$ cat src/rtl/fp32_uart_rx_packer.sv
// UART 8N1 receiver that packs NUM_BYTES bytes (first byte in the LSBs) into one packet on a valid/ready port.
// Latency: stop-bit sample -> RX_VALID_O 1 cycle; a held packet is kept until taken, newer completions are dropped (OVERRUN_O).
module fp32_uart_rx_packer #(
    parameter int CLKS_PER_BIT = 5208,
    parameter int NUM_BYTES    = 12,
    parameter int TIMEOUT_BITS = 20
) (
    input  logic                   CLK_I,
    input  logic                   RSTL_I,
    input  logic                   UART_RX_I,
    input  logic                   RX_READY_I,
    output logic                   RX_VALID_O,
    output logic [8*NUM_BYTES-1:0] RX_DATA_O,
    output logic                   FRAME_ERR_O,
    output logic                   OVERRUN_O,
    output logic                   TIMEOUT_O
);

    localparam int CLK_W  = $clog2(CLKS_PER_BIT);
    localparam int BYTE_W = (NUM_BYTES > 1) ? $clog2(NUM_BYTES) : 1;
    localparam int TO_CYC = TIMEOUT_BITS * CLKS_PER_BIT;
    localparam int IDLE_W = (TO_CYC > 0) ? $clog2(TO_CYC + 1) : 1;
    localparam int PKT_W  = 8 * NUM_BYTES;

    localparam logic [CLK_W-1:0]  HALF_CLK  = CLK_W'(CLKS_PER_BIT / 2);
    localparam logic [CLK_W-1:0]  LAST_CLK  = CLK_W'(CLKS_PER_BIT - 1);
    localparam logic [BYTE_W-1:0] LAST_BYTE = BYTE_W'(NUM_BYTES - 1);
    localparam logic [IDLE_W-1:0] TO_LAST   = IDLE_W'((TO_CYC > 0) ? (TO_CYC - 1) : 0);

    typedef enum logic [1:0] {
        S_IDLE,
        S_START,
        S_DATA,
        S_STOP
    } state_t;

    state_t             state_q, state_d;
    logic               rx_meta_q;
    logic               rx_s_q;
    logic [CLK_W-1:0]   clk_cnt_q, clk_cnt_d;
    logic [2:0]         bit_cnt_q, bit_cnt_d;
    logic [7:0]         shift_q, shift_d;
    logic [BYTE_W-1:0]  byte_cnt_q, byte_cnt_d;
    logic [IDLE_W-1:0]  idle_cnt_q, idle_cnt_d;
    logic [PKT_W-1:0]   asm_q, asm_d;
    logic [PKT_W-1:0]   data_q, data_d;
    logic               valid_q, valid_d;
    logic               ferr_q, ferr_d;
    logic               ovr_q, ovr_d;
    logic               tmo_q, tmo_d;
    logic               complete;

    always_comb begin
        state_d    = state_q;
        clk_cnt_d  = clk_cnt_q;
        bit_cnt_d  = bit_cnt_q;
        shift_d    = shift_q;
        byte_cnt_d = byte_cnt_q;
        idle_cnt_d = '0;
        asm_d      = asm_q;
        data_d     = data_q;
        valid_d    = valid_q;
        ferr_d     = 1'b0;
        ovr_d      = 1'b0;
        tmo_d      = 1'b0;
        complete   = 1'b0;

        case (state_q)
            S_IDLE: begin
                // A partial packet left idle too long is discarded so the next byte starts a fresh packet.
                if ((TO_CYC > 0) && (byte_cnt_q != '0)) begin
                    if (idle_cnt_q == TO_LAST) begin
                        byte_cnt_d = '0;
                        tmo_d      = 1'b1;
                    end else begin
                        idle_cnt_d = idle_cnt_q + IDLE_W'(1);
                    end
                end
                if (!rx_s_q) begin
                    state_d    = S_START;
                    clk_cnt_d  = '0;
                    idle_cnt_d = '0;
                end
            end
            S_START: begin
                if (clk_cnt_q == HALF_CLK) begin
                    clk_cnt_d = '0;
                    bit_cnt_d = '0;
                    state_d   = rx_s_q ? S_IDLE : S_DATA;
                end else begin
                    clk_cnt_d = clk_cnt_q + CLK_W'(1);
                end
            end
            S_DATA: begin
                if (clk_cnt_q == LAST_CLK) begin
                    shift_d[bit_cnt_q] = rx_s_q;
                    clk_cnt_d          = '0;
                    bit_cnt_d          = bit_cnt_q + 3'd1;
                    if (bit_cnt_q == 3'd7) begin
                        state_d = S_STOP;
                    end
                end else begin
                    clk_cnt_d = clk_cnt_q + CLK_W'(1);
                end
            end
            S_STOP: begin
                // Return to IDLE at mid stop bit so a back-to-back start edge is never missed.
                if (clk_cnt_q == LAST_CLK) begin
                    clk_cnt_d = '0;
                    state_d   = S_IDLE;
                    if (rx_s_q) begin
                        asm_d[int'(byte_cnt_q)*8 +: 8] = shift_q;
                        if (byte_cnt_q == LAST_BYTE) begin
                            byte_cnt_d = '0;
                            complete   = 1'b1;
                        end else begin
                            byte_cnt_d = byte_cnt_q + BYTE_W'(1);
                        end
                    end else begin
                        ferr_d     = 1'b1;
                        byte_cnt_d = '0;
                    end
                end else begin
                    clk_cnt_d = clk_cnt_q + CLK_W'(1);
                end
            end
            default: begin
                state_d = S_IDLE;
            end
        endcase

        // A completion can reload the output in the same cycle the held packet is taken.
        if (complete) begin
            if (!valid_q || RX_READY_I) begin
                data_d  = asm_d;
                valid_d = 1'b1;
            end else begin
                ovr_d = 1'b1;
            end
        end else if (valid_q && RX_READY_I) begin
            valid_d = 1'b0;
        end
    end

    always_ff @(posedge CLK_I or negedge RSTL_I) begin
        if (!RSTL_I) begin
            rx_meta_q  <= 1'b1;
            rx_s_q     <= 1'b1;
            state_q    <= S_IDLE;
            clk_cnt_q  <= '0;
            bit_cnt_q  <= '0;
            shift_q    <= '0;
            byte_cnt_q <= '0;
            idle_cnt_q <= '0;
            asm_q      <= '0;
            data_q     <= '0;
            valid_q    <= 1'b0;
            ferr_q     <= 1'b0;
            ovr_q      <= 1'b0;
            tmo_q      <= 1'b0;
        end else begin
            rx_meta_q  <= UART_RX_I;
            rx_s_q     <= rx_meta_q;
            state_q    <= state_d;
            clk_cnt_q  <= clk_cnt_d;
            bit_cnt_q  <= bit_cnt_d;
            shift_q    <= shift_d;
            byte_cnt_q <= byte_cnt_d;
            idle_cnt_q <= idle_cnt_d;
            asm_q      <= asm_d;
            data_q     <= data_d;
            valid_q    <= valid_d;
            ferr_q     <= ferr_d;
            ovr_q      <= ovr_d;
            tmo_q      <= tmo_d;
        end
    end

    assign RX_VALID_O  = valid_q;
    assign RX_DATA_O   = data_q;
    assign FRAME_ERR_O = ferr_q;
    assign OVERRUN_O   = ovr_q;
    assign TIMEOUT_O   = tmo_q;

endmodule

$ cat config.mk
export PLATFORM = sky130hd
export DESIGN_NAME = fp32_uart_rx_packer
export DESIGN_NICKNAME = d
export VERILOG_FILES = /design/src/rtl/fp32_uart_rx_packer.sv
export SDC_FILE = /design/constraint.sdc
export NUM_CORES = 1
export LEC_CHECK = 0
export ABC_AREA = 1
export BUFFER_PORTS_ARGS = -buffer_cell sky130_fd_sc_hd__clkbuf_2
export CORE_MARGIN = 10
export CORE_UTILIZATION = 50
export DETAILED_ROUTE_END_ITERATION = 12
export PLACE_DENSITY = 0.71
export RECOVER_POWER = 100
export SLEW_MARGIN = 25
export SYNTH_ARGS = -nofsm -noshare
export SYNTH_HDL_FRONTEND = slang
export SYNTH_SLANG_ARGS = --single-unit
$ cat constraint.sdc
create_clock -name CLK_I -period 6.7 [get_ports CLK_I]
set_input_delay 0.67 -clock CLK_I [delete_from_list [all_inputs] [get_ports CLK_I]]
set_output_delay 0.67 -clock CLK_I [all_outputs]
set_load 0.05 [all_outputs]
==> flow_metrics.env <==
export IMPL_required_ns=7.15
export IMPL_yosysMostFrequentCell="nand2_1"
export IMPL_route_vias_total=9552
export IMPL_post_cts_resized=0
export IMPL_final_hold_violation_count=0
export IMPL_crit_type="flop to flop"
export IMPL_fillers=2145
export IMPL_worstMarginPinSlew_ns=2.91
export IMPL_period_needed_ns=4.45
export IMPL_synth_nets=1456
export IMPL_max_freq_mhz=225
export IMPL_ys_top_cells_by_count="nand2_1 (537), dfrtp_1 (243), nand3_1 (177), inv_1 (145), nor2_1 (102)"
export IMPL_synth_seq_area_share_pct=53.6
export IMPL_synth_ff_type="dfrtp_1"
export IMPL_drt_pre_antenna_iters=5
export IMPL_synth_largest_area_cell="dfrtp_1"
export IMPL_synthToLayoutAreaGrowth_pct=11.6
export IMPL_power_frac_comb_pct=1.1
export IMPL_core_area_mm2=0.0226
export IMPL_synth_seq_cells=245
export IMPL_clock_latency_ns=0.53
export IMPL_p_sw_w=0.000602
export IMPL_fin_tns_setup_ns=0
export IMPL_violations="max-capacitance violations, max-slew violations"
export IMPL_ant_nets=0
export IMPL_grt_antenna_before_repair=0
export IMPL_crit_chain="inv_1, ha_1, xor2_1, inv_1, nor2_1, nand3_1, nand3_1, nand3_1, nand2_1"
export IMPL_p_int_w=0.00230
export IMPL_die_x_um=171
export IMPL_grt_max_degree=124
export IMPL_rsz0062_at_grt="false"
export IMPL_switching_share_pct=20.7
export IMPL_yosysTopAreaCellShare_pct=53.2
export IMPL_total_power_w=0.00290
export IMPL_diodes=0
export IMPL_row_count=55
export IMPL_via_per_inst=5.19
export IMPL_p_leak_nw=6.68
export IMPL_dp_hpwl_mm=19.8
export IMPL_avgSynthCellArea_um2=7.92
export IMPL_syn_inst=1444
export IMPL_clk_pin_slew_ns=0.07
export IMPL_ys_types=34
export IMPL_synth_area_mm2=0.0114
export IMPL_postCtsHoldBufs=0
export IMPL_numCtsBuffers=25
export IMPL_powerDensity_mw_per_mm2=227
export IMPL_io_pins=104
export IMPL_start_util_pct=50.7
export IMPL_crit_fanout=27
export IMPL_grt_usage_pct=19.6
export IMPL_drc=0
export IMPL_slew_headroom_pct=-95.0
export IMPL_nets=1549
export IMPL_cts_max_path_buffers=3
export IMPL_cp_start_kind="flop"
export IMPL_hold_path_class="input pin to flop"
export IMPL_status="finished with violations"
export IMPL_clock_skew_ns=0.0163
export IMPL_ir_worst_vdd_mv=0.176
export IMPL_globalplace_congestion=0.921
export IMPL_synth_edf_count=0
export IMPL_grt_pass1_vias=9033
export IMPL_path_common_cell="nand3_1"
export IMPL_critPathCaptureType="flop"
export IMPL_cp_slowest_stage_delay_ns=1.34
export IMPL_cts_sinks=245
export IMPL_finalMaxSlewViolations=227
export IMPL_grt_pass1_wl_mm=47.2
export IMPL_routedWlPerCell_um=15.6
export IMPL_synthTopCellsByArea="dfrtp_1 (53%), nand2_1 (18%), nand3_1 (7.7%)"
export IMPL_critPathSlowestCell="xor2_1"
export IMPL_layout_drive_gt1_share_pct=3.80
export IMPL_p_clk_share_pct=47.9
export IMPL_post_cts_setup_buffers=0
export IMPL_async_flop_share_pct=100
export IMPL_seqPwrFrac_pct=51.0
export IMPL_yosysWarnings=0
export IMPL_dieArea_mm2=0.0293
export IMPL_setup_viol=0
export IMPL_finalWirelength_mm=28.7
export IMPL_final_period_utilization_pct=66.4
export IMPL_drt_iter0_drc=976
export IMPL_worstPathArrival_ns=4.90
export IMPL_cts_root_buf="clkbuf_16"
export IMPL_dieHeight_um=171
export IMPL_cts_tree="yes"
export IMPL_max_cap_violations=5
export IMPL_port_buffers=103
export IMPL_cts_htree_levels=1
export IMPL_grt_overflow_total=0
worst max-delay path: cells and delay by family (launching register included):
family / cells / cell delay [ns]
simple gates: 5 / 1.25
fa+ha+maj: 1 / 0.24
flops: 1 / 0.48
xor+xnor: 1 / 1.34
buf+inv: 2 / 1.04
per-layer routing:
layer / wire length [µm] / track usage [%] / vias up
li1: - / - / 4725
met1: 13900 / 29.2 / 4479
met2: 12400 / 28.9 / 304
met3: 1810 / 3.25 / 44
met4: 673 / 5.33 / 0
met5: 0 / 0 / -
path summary, 6_finish.rpt:
path	start	cells after the start	to	slack [ns]
worst max register to register	byte_cnt_q[0]	9	RX_DATA_O[66]	2.25
min in group asynchronous	RSTL_I	1	FRAME_ERR_O	0.66
worst min-delay path	UART_RX_I	1	rx_meta_q	0.24
worst max-delay path	byte_cnt_q[0]	9	RX_DATA_O[66]	2.25
worst min register to register	rx_meta_q	0	rx_s_q	0.39
max in group asynchronous	RSTL_I	3	RX_DATA_O[78]	2.68
power by group through the flow:
stage / clock network (W) / logic, W / registers [W]
finish: 0.00139 / 0.0000321 / 0.00148
global route: 0.00147 / 0.0000383 / 0.00148
global placement: 0 / 0.0000332 / 0.00151
floorplan: 0 / 0.000000894 / 0.00151
CTS: 0.00142 / 0.0000338 / 0.00148
detailed placement: 0 / 0.0000339 / 0.00151
cells by family (layout without fill, tap and decap cells):
logic type,after synthesis,in the layout,synth area share [%]
muxes,1,1,0.0875
buffers and inverters,200,310,7.03
xor gates and xnor gates,7,7,0.700
DFF,245,245,53.6
and+or+nand+nor,937,937,35.6
AOI/OAI and AO/OA,46,46,2.11
adders and majority gates,8,8,0.875
registers in the layout (all words and copies together), names as in the netlist, named ones only:
| register | flops |
|---|---|
| FRAME_ERR_O | 1 |
| OVERRUN_O | 1 |
| RX_DATA_O | 96 |
| RX_VALID_O | 1 |
| TIMEOUT_O | 1 |
| asm_q | 96 |
| bit_cnt_q | 3 |
| byte_cnt_q | 4 |
| clk_cnt_q | 13 |
| idle_cnt_q | 17 |
| rx_meta_q | 1 |
| rx_s_q | 1 |
| shift_q | 8 |
| state_q | 1 |
through the flow:
step                      cells  setup slack [ns]  instance area (µm²)  util, %  hold slack, ns
after floorplan            1444              4.47                11400        -           0.345
after global placement     1794              3.60                12200     53.8           0.373
after detailed placement   1794              3.57                12200     53.9           0.374
after CTS                  1838              3.54                13000     57.5           0.218
after global routing       1839              1.83                12800     56.6           0.225
final                      1839              2.25                12800     56.6           0.239
cells in the final DEF, fill, tap and decap left out, types with 2 or more instances in the layout:
master      Yosys  routed
a21oi_1        10      10
and2_0          0      19
and2_1         34      15
buf_4           8       3
bufinv_16       0       2
clkbuf_1       16     107
clkbuf_16       0      25
clkbuf_2        0       3
clkbuf_8        0       5
clkinv_1        3       3
clkinv_2        0       4
clkinvlp_4      0       2
dfrtp_1       243     243
ha_1            8       8
inv_1         145     150
inv_2           9       4
nand2_1       537     541
nand3_1       177     181
nand3b_1        8       8
nand4_1        27      28
nor2_1        102     109
nor2_2          8       3
nor2_4          4       2
nor3_1         25      25
nor4_1          2       2
o21ai_0        29      29
o22ai_1         4       4
xnor2_1         2       2
xor2_1          4       5
area by class of cell:
type	count	area [µm²]	share of cell area [%]
Inverter	157	589	4.62
Sequential cell	245	6130	48.0
Clock buffer	35	713	5.59
Clock inverter	9	104	0.813
Tap cell	285	357	2.79
Timing Repair Buffer	109	448	3.51
Multi-Input combinational cell	999	4420	34.6
Note: power is estimated with default switching activity, not from simulation.
